[src/rtl/lmac_reg_pkg.sv]
// Shared definitions for the LMAC register responder: register map, FSM encoding, and address helpers.
package lmac_reg_pkg;

  localparam logic [15:0] REG_ID      = 16'h0000;
  localparam logic [15:0] REG_CFG     = 16'h0004;
  localparam logic [15:0] REG_SCRATCH = 16'h0008;
  localparam logic [15:0] REG_STATUS  = 16'h000C;
  localparam logic [15:0] REG_TXCNT   = 16'h0010;
  localparam logic [15:0] REG_RXCNT   = 16'h0014;

  localparam logic [31:0] UNMAPPED_RDATA = 32'h0000_0000;

  typedef enum logic [3:0] {
    ST_IDLE    = 4'b0001,
    ST_RD_WAIT = 4'b0010,
    ST_RD_DONE = 4'b0100,
    ST_WR_DONE = 4'b1000
  } state_t;

  // Byte lanes are ignored: every access targets the enclosing 32-bit word.
  function automatic logic [15:0] word_addr(input logic [15:0] a);
    return {a[15:2], 2'b00};
  endfunction

  function automatic logic is_mapped(input logic [15:0] a);
    return word_addr(a) inside {REG_ID, REG_CFG, REG_SCRATCH, REG_STATUS, REG_TXCNT, REG_RXCNT};
  endfunction

endpackage

[src/rtl/lmac_reg_responder_if.sv]
// Host register-access bus between the AXIS-master read initiator (master) and the LMAC responder (slave).
interface lmac_reg_responder_if;
  // Handshake: the master pulses reg_rd_start or reg_wr_start for exactly one cycle with host_addr
  // (and reg_wdata for writes) valid in that cycle. The slave answers with a one-cycle done pulse;
  // mac_regdout is valid from the read done onward and reg_err qualifies either done. Starts that
  // arrive while the slave is busy are dropped and never answered.
  logic [15:0] host_addr;
  logic        reg_rd_start;
  logic        reg_wr_start;
  logic [31:0] reg_wdata;
  logic [31:0] mac_regdout;
  logic        reg_rd_done_out;
  logic        reg_wr_done_out;
  logic        reg_err;

  modport master (
    output host_addr, reg_rd_start, reg_wr_start, reg_wdata,
    input  mac_regdout, reg_rd_done_out, reg_wr_done_out, reg_err
  );

  modport slave (
    input  host_addr, reg_rd_start, reg_wr_start, reg_wdata,
    output mac_regdout, reg_rd_done_out, reg_wr_done_out, reg_err
  );
endinterface

[src/rtl/lmac_reg_sat_cnt.sv]
// 32-bit event counter that sticks at all-ones; clr wins over the old value, then inc is applied.
module lmac_reg_sat_cnt (
  input  logic        clk,
  input  logic        rst,
  input  logic        inc,
  input  logic        clr,
  output logic [31:0] count
);

  always_ff @(posedge clk or posedge rst) begin
    if (rst) begin
      count <= '0;
    end else if (clr) begin
      count <= {31'd0, inc};
    end else if (inc && (count != 32'hFFFF_FFFF)) begin
      count <= count + 32'd1;
    end
  end

endmodule

[src/rtl/lmac_reg_responder.sv]
// LMAC control/status register bank answering host reads after RD_LATENCY cycles and writes after one.
// Build option: define LMAC_REG_CLR_ON_READ_EN to clear the packet counters on a completed read.
module lmac_reg_responder
  import lmac_reg_pkg::*;
#(
  parameter int          RD_LATENCY = 3,
  parameter logic [31:0] ID_VALUE   = 32'h4C4D_4132,
  parameter logic [31:0] CFG_RESET  = 32'h0000_0001
) (
  input  logic                 reg_clk,
  input  logic                 reset,
  lmac_reg_responder_if.slave  host,
  input  logic [31:0]          status_in,
  input  logic                 tx_pkt_pulse,
  input  logic                 rx_pkt_pulse,
  output logic [31:0]          cfg_out,
  output state_t               state_dbg
);

  // RD_WAIT lasts RD_LATENCY-1 cycles; its counter starts at 0 on entry.
  localparam logic [2:0] WAIT_LAST = (RD_LATENCY >= 2) ? 3'(RD_LATENCY - 2) : 3'd0;

  state_t      state_q, state_d;
  logic [2:0]  cnt_q;
  logic [15:0] addr_q;
  logic [31:0] dout_q;
  logic        err_q;
  logic [31:0] cfg_q;
  logic [31:0] scratch_q;
  logic [31:0] tx_cnt, rx_cnt;

  logic        rd_accept, wr_accept, rd_fire;
  logic [15:0] rd_addr;
  logic [31:0] rd_data;
  logic        tx_clr, rx_clr;

  assign rd_accept = (state_q == ST_IDLE) && host.reg_rd_start;
  assign wr_accept = (state_q == ST_IDLE) && !host.reg_rd_start && host.reg_wr_start;
  assign rd_fire   = (state_d == ST_RD_DONE);
  // With RD_LATENCY=1 the read completes on the accepting edge, before addr_q is loaded.
  assign rd_addr   = (state_q == ST_IDLE) ? host.host_addr : addr_q;

  always_ff @(posedge reg_clk or posedge reset) begin
    if (reset) begin
      state_q <= ST_IDLE;
      cnt_q   <= 3'd0;
    end else begin
      state_q <= state_d;
      cnt_q   <= (state_q == ST_RD_WAIT) ? cnt_q + 3'd1 : 3'd0;
    end
  end

  always_comb begin
    state_d = state_q;
    unique case (state_q)
      ST_IDLE: begin
        if (host.reg_rd_start) begin
          state_d = (RD_LATENCY == 1) ? ST_RD_DONE : ST_RD_WAIT;
        end else if (host.reg_wr_start) begin
          state_d = ST_WR_DONE;
        end
      end
      ST_RD_WAIT: begin
        if (cnt_q == WAIT_LAST) state_d = ST_RD_DONE;
      end
      ST_RD_DONE: state_d = ST_IDLE;
      ST_WR_DONE: state_d = ST_IDLE;
      default:    state_d = ST_IDLE;
    endcase
  end

  always_comb begin
    host.reg_rd_done_out = (state_q == ST_RD_DONE);
    host.reg_wr_done_out = (state_q == ST_WR_DONE);
    host.reg_err         = err_q && ((state_q == ST_RD_DONE) || (state_q == ST_WR_DONE));
    host.mac_regdout     = dout_q;
    cfg_out              = cfg_q;
    state_dbg            = state_q;
  end

  always_comb begin
    rd_data = UNMAPPED_RDATA;
    case (word_addr(rd_addr))
      REG_ID:      rd_data = ID_VALUE;
      REG_CFG:     rd_data = cfg_q;
      REG_SCRATCH: rd_data = scratch_q;
      REG_STATUS:  rd_data = status_in;
      REG_TXCNT:   rd_data = tx_cnt;
      REG_RXCNT:   rd_data = rx_cnt;
      default:     rd_data = UNMAPPED_RDATA;
    endcase
  end

  // Read data, error flag and register updates all land on the edge entering the done state.
  always_ff @(posedge reg_clk or posedge reset) begin
    if (reset) begin
      addr_q    <= '0;
      dout_q    <= '0;
      err_q     <= 1'b0;
      cfg_q     <= CFG_RESET;
      scratch_q <= '0;
    end else begin
      if (rd_accept) addr_q <= host.host_addr;
      if (rd_fire) begin
        dout_q <= rd_data;
        err_q  <= !is_mapped(rd_addr);
      end else if (wr_accept) begin
        err_q <= !is_mapped(host.host_addr);
        if (word_addr(host.host_addr) == REG_CFG)     cfg_q     <= host.reg_wdata;
        if (word_addr(host.host_addr) == REG_SCRATCH) scratch_q <= host.reg_wdata;
      end
    end
  end

`ifdef LMAC_REG_CLR_ON_READ_EN
  assign tx_clr = rd_fire && (word_addr(rd_addr) == REG_TXCNT);
  assign rx_clr = rd_fire && (word_addr(rd_addr) == REG_RXCNT);
`else
  assign tx_clr = 1'b0;
  assign rx_clr = 1'b0;
`endif

  lmac_reg_sat_cnt u_tx_cnt (
    .clk   (reg_clk),
    .rst   (reset),
    .inc   (tx_pkt_pulse),
    .clr   (tx_clr),
    .count (tx_cnt)
  );

  lmac_reg_sat_cnt u_rx_cnt (
    .clk   (reg_clk),
    .rst   (reset),
    .inc   (rx_pkt_pulse),
    .clr   (rx_clr),
    .count (rx_cnt)
  );

endmodule

[src/flat_wrapper.sv]
// flat-port wrapper written by rule: the top's interface ports become plain ports
module lmac_reg_responder_flat import lmac_reg_pkg::*;
#(
  parameter int          RD_LATENCY = 3,
  parameter logic [31:0] ID_VALUE   = 32'h4C4D_4132,
  parameter logic [31:0] CFG_RESET  = 32'h0000_0001
)
  (reg_clk, reset, status_in, tx_pkt_pulse, rx_pkt_pulse, cfg_out, state_dbg, host_host_addr, host_reg_rd_start, host_reg_wr_start, host_reg_wdata, host_mac_regdout, host_reg_rd_done_out, host_reg_wr_done_out, host_reg_err);
  lmac_reg_responder_if host_i ();
  input  logic reg_clk;
  input  logic reset;
  input  logic [31:0] status_in;
  input  logic tx_pkt_pulse;
  input  logic rx_pkt_pulse;
  output logic [31:0] cfg_out;
  output state_t state_dbg;
  input wire logic [$bits(host_i.host_addr)-1:0] host_host_addr;
  input wire logic [$bits(host_i.reg_rd_start)-1:0] host_reg_rd_start;
  input wire logic [$bits(host_i.reg_wr_start)-1:0] host_reg_wr_start;
  input wire logic [$bits(host_i.reg_wdata)-1:0] host_reg_wdata;
  output wire logic [$bits(host_i.mac_regdout)-1:0] host_mac_regdout;
  output wire logic [$bits(host_i.reg_rd_done_out)-1:0] host_reg_rd_done_out;
  output wire logic [$bits(host_i.reg_wr_done_out)-1:0] host_reg_wr_done_out;
  output wire logic [$bits(host_i.reg_err)-1:0] host_reg_err;
  assign host_i.host_addr = host_host_addr;
  assign host_i.reg_rd_start = host_reg_rd_start;
  assign host_i.reg_wr_start = host_reg_wr_start;
  assign host_i.reg_wdata = host_reg_wdata;
  assign host_mac_regdout = host_i.mac_regdout;
  assign host_reg_rd_done_out = host_i.reg_rd_done_out;
  assign host_reg_wr_done_out = host_i.reg_wr_done_out;
  assign host_reg_err = host_i.reg_err;
  lmac_reg_responder #(.RD_LATENCY(RD_LATENCY), .ID_VALUE(ID_VALUE), .CFG_RESET(CFG_RESET)) u_core (.reg_clk(reg_clk), .reset(reset), .host(host_i), .status_in(status_in), .tx_pkt_pulse(tx_pkt_pulse), .rx_pkt_pulse(rx_pkt_pulse), .cfg_out(cfg_out), .state_dbg(state_dbg));
endmodule
[config.mk]
export PLATFORM = sky130hd
export DESIGN_NAME = lmac_reg_responder_flat
export DESIGN_NICKNAME = d
export VERILOG_FILES = /design/src/rtl/lmac_reg_pkg.sv /design/src/rtl/lmac_reg_responder_if.sv /design/src/rtl/lmac_reg_sat_cnt.sv /design/src/rtl/lmac_reg_responder.sv /design/src/flat_wrapper.sv
export SDC_FILE = /design/constraint.sdc
export NUM_CORES = 1
export LEC_CHECK = 0
export ABC_AREA = 1
export ABC_CLOCK_PERIOD_IN_PS = 6500
export CAP_MARGIN = 20
export CORE_ASPECT_RATIO = 1.75
export CORE_UTILIZATION = 49
export DETAILED_ROUTE_END_ITERATION = 7
export PLACE_DENSITY = 0.77
export SLEW_MARGIN = 30
export SYNTH_ARGS = -nofsm -noshare
export SYNTH_HDL_FRONTEND = slang
export SYNTH_SLANG_ARGS = --single-unit
[constraint.sdc]
create_clock -name reg_clk -period 6.5 [get_ports reg_clk]
set_input_delay 1.3 -clock reg_clk [delete_from_list [all_inputs] [get_ports reg_clk]]
set_output_delay 1.3 -clock reg_clk [all_outputs]
set_load 0.02 [all_outputs]
==> summary.txt <==
Clock tree
  • CTS tree: done
  • Clk buf depth: 2
  • CTS root buffer: clkbuf_16
  • CTS Buf Count: 17
  • Hold buffers post-CTS: 0
  • CTS HTree Levels: 4
  • CTS resizes: 0
  • Setup repair bufs after CTS: 0
  • Clock sink count: 182
  • Clock transition at path regs: about 0.070 ns
  • Worst-Skew Late Latency: roughly 0.44 ns

Drt
  • Vias: 8,944
  • Total Wirelength: between 20,000 and 30,000 um
  • # DRC: 0
  • DRT antenna net count: 0
  • DR pass1 iterations: 5
  • Vias/cell: 5.46
  • Initial DRC Count: 535
  • Routed len/inst: 17.6 um

Status
  • Outcome: finished clean

Timing
  • Setup TNS: 0 ns
  • Final Hold Vio Count: 0
  • Final period util: a little under three fifths
  • Slew Limit Headroom: between 30% and 40%
  • Worst Hold Margin: 0.481 ns
  • Setup Viol. Count Final: 0
  • Slew @ Worst Pin: between 0.9 and 1 ns
  • Min cycle time layout: 3.63 ns
  • Clock Skew: between 0.01 and 0.015 ns
  • Fmax: 275 MHz
  • Unrepaired setup endpoints after global routing: no
  • Slew Limit Fails: 0

Run
  • Max_cap viols: 0

Yosys
  • Number of synthesized flops with an enable pin: 0
  • #FFs+latches synth: 182
  • Mapped Avg Cell Area: 7.98 um^2
  • Post-Syn Area: 0.00995 mm^2
  • Syn Inst Count: around 1,200
  • Ys Warns: 0
  • Post-synthesis cell type count: 37
  • FFs w/ async S/R, synth: 100%
  • Post-synthesis sequential area ratio: a little under half
  • Synth Net Count: 1,337
  • Ys flop type: dfrtp_1

Power
  • Peak supply drop: 0.253 mV
  • Pwr Total: 3.53 mW
  • Cell area power density: between 200 and 300 mW/mm^2
  • LEAKAGE: 5.87 nW

Floorplan
  • Die area: 0.0209 mm^2
  • Floorplan core area: 0.0198 mm^2
  • Core Rows: 68
  • Initial core utilization: roughly half
  • Die W: 110 um
  • Number of I/O pins: 157
  • Die height: around 190 um

Hold path
  • Worst hold path depth: 1
  • Hold WC Path Type: register to register

Worst setup path
  • Kind of critical path: primary input to register
  • CP cell instances: clkdlybuf4s50_1, nor2_1, nand3_1, nor2_2, nor2_2, nor2_4, nand2_1, nand2_1, nand2_1, o21bai_1, nand2_1
  • Crit end category: register
  • CP most frequent cell: nand2_1
  • Top delay family on crit path: simple AND/OR/NAND/NOR gates
  • Worst endpoint data arrival time: 4.01 ns
  • Critical path launch point type: primary input
  • Slowest Stage Delay on Critical Path: slightly below 0.7 ns
  • CP bufs+invs: 1
  • CP max FO: 39
  • Crit path required time: approximately 6.9 ns
  • Reg2Reg Depth: 11
  • Crit-path slowest cell: nor2_4
  • Critical path depth: 11

Finish
  • N_diodes: 0
  • # nets final: 1,469
  • Leading cell type in the layout, fill and taps excluded: nand2_1
  • Share of post-route cells with drive strength above 1: under 10%
  • Post-layout util: 61.4%
  • Area growth from synthesis to layout: 22.4%
  • Commonest cells after routing, fill and taps aside: nand2_1, nand3_1, dfrtp_1
  • Cell Count, Final, Fillers Out: between 1,500 and 2,000

Placed design
  • PortBufs: 154
  • Routability congestion estimate: 0.963
  • Post-placement cell count: 1,605
  • DP HPWL: between 20,000 and 25,000 um

Global routing
  • Global-route wire length before repair: 46,200 um
  • Antenna violations before repair: 0
  • Largest net degree at the start of global routing: 101
  • Vias in the first global route: 8,790
  • GRT Resource Usage Total: 29.5%
  • Total grt overflow: 0
-- worst paths after layout --
path                                                to                 from  slack, ns
min in group asynchronous            u_core.cfg_out[4]                reset       1.38
setup reg to reg           u_core.host.mac_regdout[10]  u_core.state_dbg[0]       3.35
hold reg to reg                        u_core.cnt_q[0]      u_core.cnt_q[0]       0.48
setup / recovery           u_core.host.mac_regdout[10]   host_host_addr[10]       2.87
hold / removal                         u_core.cnt_q[0]      u_core.cnt_q[0]       0.48
max in group asynchronous    u_core.u_rx_cnt.count[20]                reset       4.06
-- sequential cells by signal, indices dropped and copies added, names as in the netlist --
signal	flops
u_core.addr_q	14
u_core.scratch_q	32
u_core.err_q	1
u_core.u_tx_cnt.count	32
u_core.u_rx_cnt.count	32
u_core.host.mac_regdout	32
u_core.state_dbg	4
u_core.cfg_out	32
u_core.cnt_q	3
-- cell type report --
class	count	area, um^2
fillers	1758	7640
inverters	104	398
clock buffers	18	429
clock inverters	14	164
repair buffers	167	1680
well taps	245	307
multi-input cells	907	4640
flip-flops and latches	182	4560
-- layer usage --
metal	GRT usage [%]	routed length, um	vias up
met4	15.2	1420	0
met1	35.2	11200	4283
li1	-	-	4309
met5	0	0	-
met2	51.2	15100	274
met3	3.59	1140	78
-- synthesized netlist by cell type, types with 2 or more instances --
| master | instances | area [um^2] |
|---|---|---|
| nand3_1 | 206 | 1030 |
| buf_2 | 21 | 105 |
| xor2_1 | 40 | 350 |
| inv_2 | 4 | 15.0 |
| o21ai_1 | 44 | 220 |
| dfrtp_1 | 180 | 4500 |
| ha_1 | 4 | 50.1 |
| buf_1 | 4 | 15.0 |
| clkbuf_1 | 7 | 26.3 |
| o21ai_2 | 23 | 201 |
| nor2_2 | 10 | 62.6 |
| nor3b_1 | 2 | 15.0 |
| nor2_1 | 121 | 454 |
| a21boi_1 | 12 | 90.1 |
| o21bai_1 | 20 | 150 |
| o21ai_0 | 14 | 70.1 |
| nor3_1 | 25 | 125 |
| nand4_1 | 14 | 87.6 |
| inv_1 | 100 | 375 |
| nor2_4 | 5 | 56.3 |
| nand4_4 | 2 | 42.5 |
| nand2_1 | 309 | 1160 |
| a21oi_1 | 5 | 25.0 |
| mux2_2 | 10 | 113 |
| nand2_2 | 2 | 12.5 |
| or2_2 | 13 | 81.3 |
| dfstp_2 | 2 | 52.6 |
| buf_6 | 15 | 169 |
| buf_4 | 7 | 52.6 |
| xnor2_1 | 19 | 166 |
-- kinds of logic (layout without fill, tap and decap cells) --
kind of cell,count (synthesis),in the layout,synth area share [%]
flip-flops,182,182,45.8
multiplexers,10,10,1.13
buffers and inverters,158,303,7.62
adder cells (fa/ha/maj),4,4,0.503
AND/OR/NAND/NOR,714,714,32.0
XOR/XNOR,59,59,5.19
AO/OA/AOI/OAI,120,120,7.77
-- per-stage QoR --
| stage | area [um^2] | setup WS [ns] |
|---|---|---|
| floorplan | 9950 | 0.260 |
| global placement | 11500 | 2.37 |
| detailed placement | 11600 | 2.46 |
| CTS | 12200 | 2.90 |
| global route | 12200 | 2.66 |
| finish | 12200 | 2.87 |
-- where the power goes --
group          switching (mW)  total (mW)  internal [mW]
Sequential              0.165        1.50           1.33
Combinational           0.535       0.972          0.437
Clock                   0.482        1.06          0.578
Total                    1.18        3.53           2.35
No activity file was read; power rests on OpenSTA's default activity.
